**config.mk**
```make
export PLATFORM = sky130hd
export DESIGN_NAME = fc_layer_ctrl_flat
export DESIGN_NICKNAME = d
export VERILOG_FILES = /design/src/rtl/fc_layer_ctrl_if.sv /design/src/rtl/fc_layer_ctrl.sv /design/src/flat_wrapper.sv
export SDC_FILE = /design/constraint.sdc
export NUM_CORES = 1
export LEC_CHECK = 0
export ABC_AREA = 1
export CAP_MARGIN = 0
export CORE_UTILIZATION = 44
export DETAILED_ROUTE_END_ITERATION = 8
export GPL_TIMING_DRIVEN = 0
export PLACE_DENSITY = 0.75
export SLEW_MARGIN = 20
export SYNTH_ARGS = -nofsm -noshare
export SYNTH_HDL_FRONTEND = slang
export SYNTH_SLANG_ARGS = --single-unit
```
**constraint.sdc**
```tcl
create_clock -name clk -period 1.26 [get_ports clk]
set_clock_uncertainty 0.1 [all_clocks]
set_input_delay 0.378 -clock clk [delete_from_list [all_inputs] [get_ports clk]]
set_output_delay 0.378 -clock clk [all_outputs]
set_load 0.02 [all_outputs]
```
**src/rtl/fc_layer_ctrl_if.sv**
```systemverilog
// Handshake and memory-control bundle between the FC-layer controller and its datapath.
// "master" is the controller side; "slave" is the upstream/downstream/datapath side.
interface fc_layer_ctrl_if #(
  parameter int M = 8,
  parameter int N = 8
);
  localparam int KW = $clog2(M);
  localparam int WW = $clog2(M * N);
  localparam int RW = $clog2(N);

  logic          s_valid;
  logic          s_ready;
  logic          m_valid;
  logic          m_ready;
  logic          wr_en_x;
  logic [KW-1:0] addr_x;
  logic [WW-1:0] addr_w;
  logic          clear_acc;
  logic          en_acc;
  logic [RW-1:0] out_idx;
  logic          busy;
  logic          layer_done;

  modport master (
    input  s_valid, m_ready,
    output s_ready, m_valid, wr_en_x, addr_x, addr_w,
           clear_acc, en_acc, out_idx, busy, layer_done
  );

  modport slave (
    output s_valid, m_ready,
    input  s_ready, m_valid, wr_en_x, addr_x, addr_w,
           clear_acc, en_acc, out_idx, busy, layer_done
  );
endinterface

```
**src/rtl/fc_layer_ctrl.sv**
```systemverilog
// Fully-connected layer sequencer: loads an M-word input vector, then runs N rows of
// M multiply-accumulates against a weight ROM and hands each row result downstream.
module fc_layer_ctrl #(
  parameter int M = 8,
  parameter int N = 8
) (
  input  logic            clk,
  input  logic            reset,
  fc_layer_ctrl_if.master bus
);
  localparam int KW = $clog2(M);
  localparam int WW = $clog2(M * N);
  localparam int RW = $clog2(N);
  localparam logic [KW-1:0] K_LAST = KW'(M - 1);
  localparam logic [RW-1:0] R_LAST = RW'(N - 1);

  typedef enum logic [2:0] {S_LOAD, S_CLEAR, S_MAC, S_DRAIN, S_OUT} state_t;

  state_t        state_q;
  logic [KW-1:0] k_q;
  logic [RW-1:0] r_q;
  logic [WW-1:0] w_q;
  logic          en_acc_q;
  logic          run;

  always_ff @(posedge clk) begin
    if (reset) begin
      state_q  <= S_LOAD;
      k_q      <= '0;
      r_q      <= '0;
      w_q      <= '0;
      en_acc_q <= 1'b0;
    end else begin
      // Memory reads land one cycle after their address, so accumulate one cycle late.
      en_acc_q <= (state_q == S_MAC);
      unique case (state_q)
        S_LOAD: begin
          if (bus.s_valid) begin
            if (k_q == K_LAST) begin
              k_q     <= '0;
              state_q <= S_CLEAR;
            end else begin
              k_q <= k_q + KW'(1);
            end
          end
        end
        S_CLEAR: state_q <= S_MAC;
        S_MAC: begin
          w_q <= w_q + WW'(1);
          if (k_q == K_LAST) begin
            k_q     <= '0;
            state_q <= S_DRAIN;
          end else begin
            k_q <= k_q + KW'(1);
          end
        end
        S_DRAIN: state_q <= S_OUT;
        S_OUT: begin
          if (bus.m_ready) begin
            if (r_q == R_LAST) begin
              r_q     <= '0;
              w_q     <= '0;
              state_q <= S_LOAD;
            end else begin
              r_q     <= r_q + RW'(1);
              state_q <= S_CLEAR;
            end
          end
        end
        default: state_q <= S_LOAD;
      endcase
    end
  end

  // Every output is forced low while reset is held, independent of the stale state.
  assign run            = !reset;
  assign bus.s_ready    = run && (state_q == S_LOAD);
  assign bus.wr_en_x    = bus.s_ready && bus.s_valid;
  assign bus.m_valid    = run && (state_q == S_OUT);
  assign bus.clear_acc  = run && (state_q == S_CLEAR);
  assign bus.en_acc     = run && en_acc_q;
  assign bus.busy       = run && (state_q != S_LOAD);
  assign bus.layer_done = bus.m_valid && bus.m_ready && (r_q == R_LAST);
  assign bus.addr_x     = (run && (state_q == S_LOAD || state_q == S_MAC)) ? k_q : '0;
  assign bus.addr_w     = (run && state_q == S_MAC) ? w_q : '0;
  assign bus.out_idx    = run ? r_q : '0;
endmodule

```
**src/flat_wrapper.sv**
```systemverilog
// flat-port wrapper written by rule: the top's interface ports become plain ports
module fc_layer_ctrl_flat 
#(
  parameter int M = 8,
  parameter int N = 8
)
  (clk, reset, bus_s_valid, bus_m_ready, bus_s_ready, bus_m_valid, bus_wr_en_x, bus_addr_x, bus_addr_w, bus_clear_acc, bus_en_acc, bus_out_idx, bus_busy, bus_layer_done);
  fc_layer_ctrl_if #(.M(M), .N(N)) bus_i ();
  input  logic clk;
  input  logic reset;
  input wire logic [$bits(bus_i.s_valid)-1:0] bus_s_valid;
  input wire logic [$bits(bus_i.m_ready)-1:0] bus_m_ready;
  output wire logic [$bits(bus_i.s_ready)-1:0] bus_s_ready;
  output wire logic [$bits(bus_i.m_valid)-1:0] bus_m_valid;
  output wire logic [$bits(bus_i.wr_en_x)-1:0] bus_wr_en_x;
  output wire logic [$bits(bus_i.addr_x)-1:0] bus_addr_x;
  output wire logic [$bits(bus_i.addr_w)-1:0] bus_addr_w;
  output wire logic [$bits(bus_i.clear_acc)-1:0] bus_clear_acc;
  output wire logic [$bits(bus_i.en_acc)-1:0] bus_en_acc;
  output wire logic [$bits(bus_i.out_idx)-1:0] bus_out_idx;
  output wire logic [$bits(bus_i.busy)-1:0] bus_busy;
  output wire logic [$bits(bus_i.layer_done)-1:0] bus_layer_done;
  assign bus_i.s_valid = bus_s_valid;
  assign bus_i.m_ready = bus_m_ready;
  assign bus_s_ready = bus_i.s_ready;
  assign bus_m_valid = bus_i.m_valid;
  assign bus_wr_en_x = bus_i.wr_en_x;
  assign bus_addr_x = bus_i.addr_x;
  assign bus_addr_w = bus_i.addr_w;
  assign bus_clear_acc = bus_i.clear_acc;
  assign bus_en_acc = bus_i.en_acc;
  assign bus_out_idx = bus_i.out_idx;
  assign bus_busy = bus_i.busy;
  assign bus_layer_done = bus_i.layer_done;
  fc_layer_ctrl #(.M(M), .N(N)) u_core (.clk(clk), .reset(reset), .bus(bus_i));
endmodule
```
After elaboration in Yosys (flattened, before gate mapping)
Index checks and enable logic that the tools add are counted.

cells by class
  $add $sub $neg = 3
  multiply operators = 0
  divide/modulo/power cells = 0
  $lt $le $gt $ge = 0
  equal/unequal tests = 11
  shift-type cells = 0
  mux-type cells = 16
  bitwise operators = 0
  reductions and logical operators = 20

operators by type and width
  kind                   number
  $mux W3                9
  $mux W6                3
  $pmux W3 S5            1
  $pmux W6 S2            1
  $logic_and A1 B1 Y1    10
  $eq A3 B3 Y1 const B   3
  $add A3 B1 Y3 const B  2
  $add A6 B1 Y6 const B  1
  $eq A3 B2 Y1 const B   2
  $ne A2 B2 Y1 const B   3
  $pmux W3 S2            1
  $ne A2 B1 Y1 const B   2
  $reduce_and A2 Y1      2
  $reduce_and A4 Y1      1
  $reduce_bool A2 Y1     2
  $eq A3 B1 Y1 const B   1
  $logic_not A3 Y1       1
  $reduce_and A3 Y1      1
  $reduce_bool A3 Y1     1
  $logic_not A1 Y1       1
  $logic_or A1 B1 Y1     1
  $mux W1                1

word-level totals
  register bits after elaboration = 16
  latch bits = 0
  RAM bits = 0
  bits in read-only memories = 0
  input bits = 4
  word-level logic and storage cells = 55
  memories kept = 0

Longest topological paths before layout
  depth in word-level cells = 4
  depth in mapped cells = 10
  mapped depth without buffers = 10

Worst setup path after synthesis
Ideal clock, no wire load.

  path kind = register to output
  start point = register u_core.state_q[0]
  end point = output port bus_clear_acc
  arrival = 1168 ps
  required time = 782 ps
  setup slack = -386 ps
  cell stages (with the launch flop) = 3
  buffers on the path = 0
  cell sequence = dfxtp_1 -> inv_1 -> nor4_1

on the way
  cells in the longest elaborated chain, start to end = 2

ends and longest elaborated chain
  element                 RTL line             RTL
  start, declared         fc_layer_ctrl.sv:19  state_t state_q;
  start signal, assigned  fc_layer_ctrl.sv:28  state_q <= S_LOAD;
  start signal, assigned  fc_layer_ctrl.sv:41  state_q <= S_CLEAR;
  start signal, assigned  fc_layer_ctrl.sv:47  S_CLEAR: state_q <= S_MAC;
  $eq A3 B1 Y1            fc_layer_ctrl.sv:80  assign bus.clear_acc = run && (state_q == S_CLEAR);
  $logic_and A1 B1 Y1     fc_layer_ctrl.sv:80
  end, declared           flat_wrapper.sv:18   output wire logic [$bits(bus_i.clear_acc)-1:0] bus_clear_acc;

No other way between the ends.

Final worst setup path
  start point = input port bus_s_valid
  end point = output port bus_wr_en_x

on the way
  cells in the longest elaborated chain, start to end = 1

ends and longest elaborated chain
  element              RTL line             RTL
  start, declared      flat_wrapper.sv:11   input wire logic [$bits(bus_i.s_valid)-1:0] bus_s_valid;
  $logic_and A1 B1 Y1  fc_layer_ctrl.sv:78  assign bus.wr_en_x = bus.s_ready && bus.s_valid;
  end, declared        flat_wrapper.sv:15   output wire logic [$bits(bus_i.wr_en_x)-1:0] bus_wr_en_x;

No other way between the ends.

==> metrics.md <==
| Metric | Value |
|---|---|
| Crit path cell chain | clkdlybuf4s50_1 > inv_2 > nor3_4 > buf_6 |
| Slew Viols, Final | 0 |
| DRC Markers | 0 |
| WP data arrival | 1.38 ns |
| Largest net degree at the start of global routing | 10 |
| FP Rows | 16 |
| ANT cells | 0 |
| GRT Residual Overflow | 0 |
| Worst min path class | in -> reg |
| Post-synthesis compound-gate area fraction | 7.791% |
| Mapped Nets | 159 |
| Final Critical Period | 1.863 ns |
| Die height | 49.19 um |
| CTS H-tree depth | 1 |
| DP Wirelength | 1759 um |
| Finished Layout Cells | 229 |
| Setup tns final | -9.771 ns |
| Post-synthesis sequential area ratio | 32.69% |
| WL/cell | 17.47 um |
| Leak | 0.0007943 uW |
| Final setup vio count | 31 |
| Vias | 1,257 |
| CTS root buf | clkbuf_4 |
| Synthesized instance count | 150 |
| Max Cap Violations | 0 |
| Status | complete, but fails checks |
| Yosys reg bits | 16 |
| Die X | 49.19 um |
| CTS tree | done |
| Simple-Gate Fraction of Synth Area | 38.57% |
| Worst IR Drop VDD | 0.4819 mV |
| Avg Inst Size Synth | 6.531 um^2 |
| Mux cell area share after synthesis | 0% |
| Most frequent cells in the layout | buf_6 (25), nand2_1 (22), nor2_4 (21) |
| Mapped Area | 979.7 um^2 |
| Worst path slowest cell | clkdlybuf4s50_1 |
| Wire length of the first global-routing pass | 4767 um |
| Post-route ant nets | 0 |
| Synth unique cells | 24 |
| Area leader, netlist | dfxtp_1 |
| Slowest stage delay, CP | 0.54 ns |
| Final hold vios | 0 |
| Register area | 342.8 um^2 |
| F_max | 0.5369 GHz |
| Vias in the first global route | 1,064 |
| CORE AREA | 2022 um^2 |
| Worst setup EP type | primary output |
| Initial antenna violation count | 0 |
| WS Path Type | in -> out |
| Area growth, synth to finish | 89.65% |
| Dpl ws | -1.144 ns |
| CTS Buffer Depth | 2 |
| Setup WS post-layout | -0.6025 ns |
| Adder-Cell Fraction of Synth Area | 6.386% |
| Failing checks | negative setup slack |
| Layout cells sized above 1 | 58.91% |
| I/O Pins | 23 |
| Setup crit start kind | primary input |
| Worst slew pin tran | 0.2395 ns |
| Hold_ws | 0.1940 ns |
| Area of the multi-input gates | 800.8 um^2 |
| Largest family of logic cells by synthesized area | simple AND/OR/NAND/NOR gates |
| Area contributors post-synth | dfxtp_1 (33%), nor2_1 (12%), inv_1 (10%) |
| RSZ-0062 raised after global routing | true |
| Req. time, crit path | 0.78 ns |
| Xor/xnor share of the synthesized area | 0.8940% |
| Die area | 2419 um^2 |
| Period utilisation layout | 147.8% |
| Layout Nets | 212 |
| Slew margin rel. | 84.01% |
| Cts bufs inserted | 3 |
| Port bufs | 21 |
| Sink Count | 16 |
| Post-Route WL | 4000 um |
| Total number of yosys warnings | 0 |
| Overall global routing resource usage | 25.88% |
| Reg clk slew, reported paths | 0.10 ns |
| Reg2reg setup slack | -0.25 ns |
| DR iter-0 viols | 17 |
| Worst-skew pair later-pin latency | 0.29 ns |
| Dpl cells | 198 |
| Leading cell type in the layout, fill and taps excluded | buf_6 |
| Routed vias/inst | 5.489 |
| First-pass DRT Iterations | 4 |
| Initial core utilization | 48.45% |
| Overall power | 974.8 uW |
| Power Density | 524.7 nW/um^2 |
| Gpl congestion | 0.8951 |
| Post-CTS Hold Buffers | 0 |
| CP max FO | 2 |
| Filler cells | 82 |
| Post-synth top area share | 32.69% |
## logic make-up (layout without fill, tap and decap cells)
| kind of cell | count (synthesis) | in the layout |
|---|---|---|
| fa+ha+maj | 5 | 5 |
| compound gates | 13 | 13 |
| xor+xnor | 1 | 1 |
| buf+inv | 33 | 85 |
| flops | 16 | 16 |
| simple gates | 82 | 82 |
## flip-flops by register name, indices dropped and copies added (netlist names)
name             flops
u_core.state_q       3
u_core.r_q           3
u_core.w_q           6
u_core.en_acc_q      1
u_core.k_q           3
## cell usage after synthesis
cell type / n
nand3_2: 1
nand3_1: 10
nor2_1: 31
ha_1: 5
dfxtp_1: 16
inv_1: 27
clkbuf_8: 1
nand2_2: 4
nand4_1: 2
o21ai_0: 4
o21ai_1: 1
nand3_4: 1
nor2_2: 1
inv_2: 4
o21ai_2: 1
nand2_1: 27
nor4_1: 1
xor2_1: 1
clkbuf_1: 1
a21oi_1: 5
a21oi_2: 2
nor3_1: 2
nand2_4: 1
nor2_4: 1
## area by class of cell
| class | instances | area share, % |
|---|---|---|
| clock buffers | 4 | 1.414 |
| inverters | 31 | 7.340 |
| plain buffers | 2 | 2.694 |
| repair buffers | 48 | 25.19 |
| flip-flops and latches | 16 | 18.45 |
| multi-input cells | 101 | 43.10 |
| well taps | 27 | 1.818 |
## worst max-delay path: cells and delay by family
family / cells / cell delay, ns
buf+inv: 3 / 0.79
simple gates: 1 / 0.22
## stage by stage
stage	area, um^2	util, %
floorplan	1211	-
global placement	1455	71.97
detailed placement	1455	71.97
CTS	1648	81.50
global route	1858	91.89
finish	1858	91.89
## per-layer routing
layer	track usage [%]	vias up	wire length, um
met5	0	-	0
met4	7.843	0	212
met3	3.427	26	243
met2	50.46	71	2144
met1	28.21	595	1400
li1	-	565	-
## report_power, final
group | switching, uW | internal (uW)
Sequential | 7.29 | 502
Combinational | 88.1 | 73.4
Clock | 181 | 123
Total | 277 | 698
## timing repair
| item | in CTS | in global routing |
|---|---|---|
| buffers inserted | 14 | 14 |
| endpoints found under the setup margin | 26 | 31 |
| pin swaps | 13 | 17 |
| gates resized for setup | 129 | 33 |
## worst paths after layout
kind                                   start                        endpoint  cells past startpoint
setup / recovery                 bus_s_valid                     bus_wr_en_x                      4
hold / removal                         reset  u_core.state_q[2]$_SDFFE_PP0P_                      2
setup reg to reg  u_core.r_q[0]$_SDFFE_PP0P_      u_core.w_q[3]$_SDFFE_PP0P_                     11
hold reg to reg   u_core.k_q[1]$_SDFFE_PP0P_      u_core.k_q[1]$_SDFFE_PP0P_                      2
No activity file was read; power rests on OpenSTA's default activity.
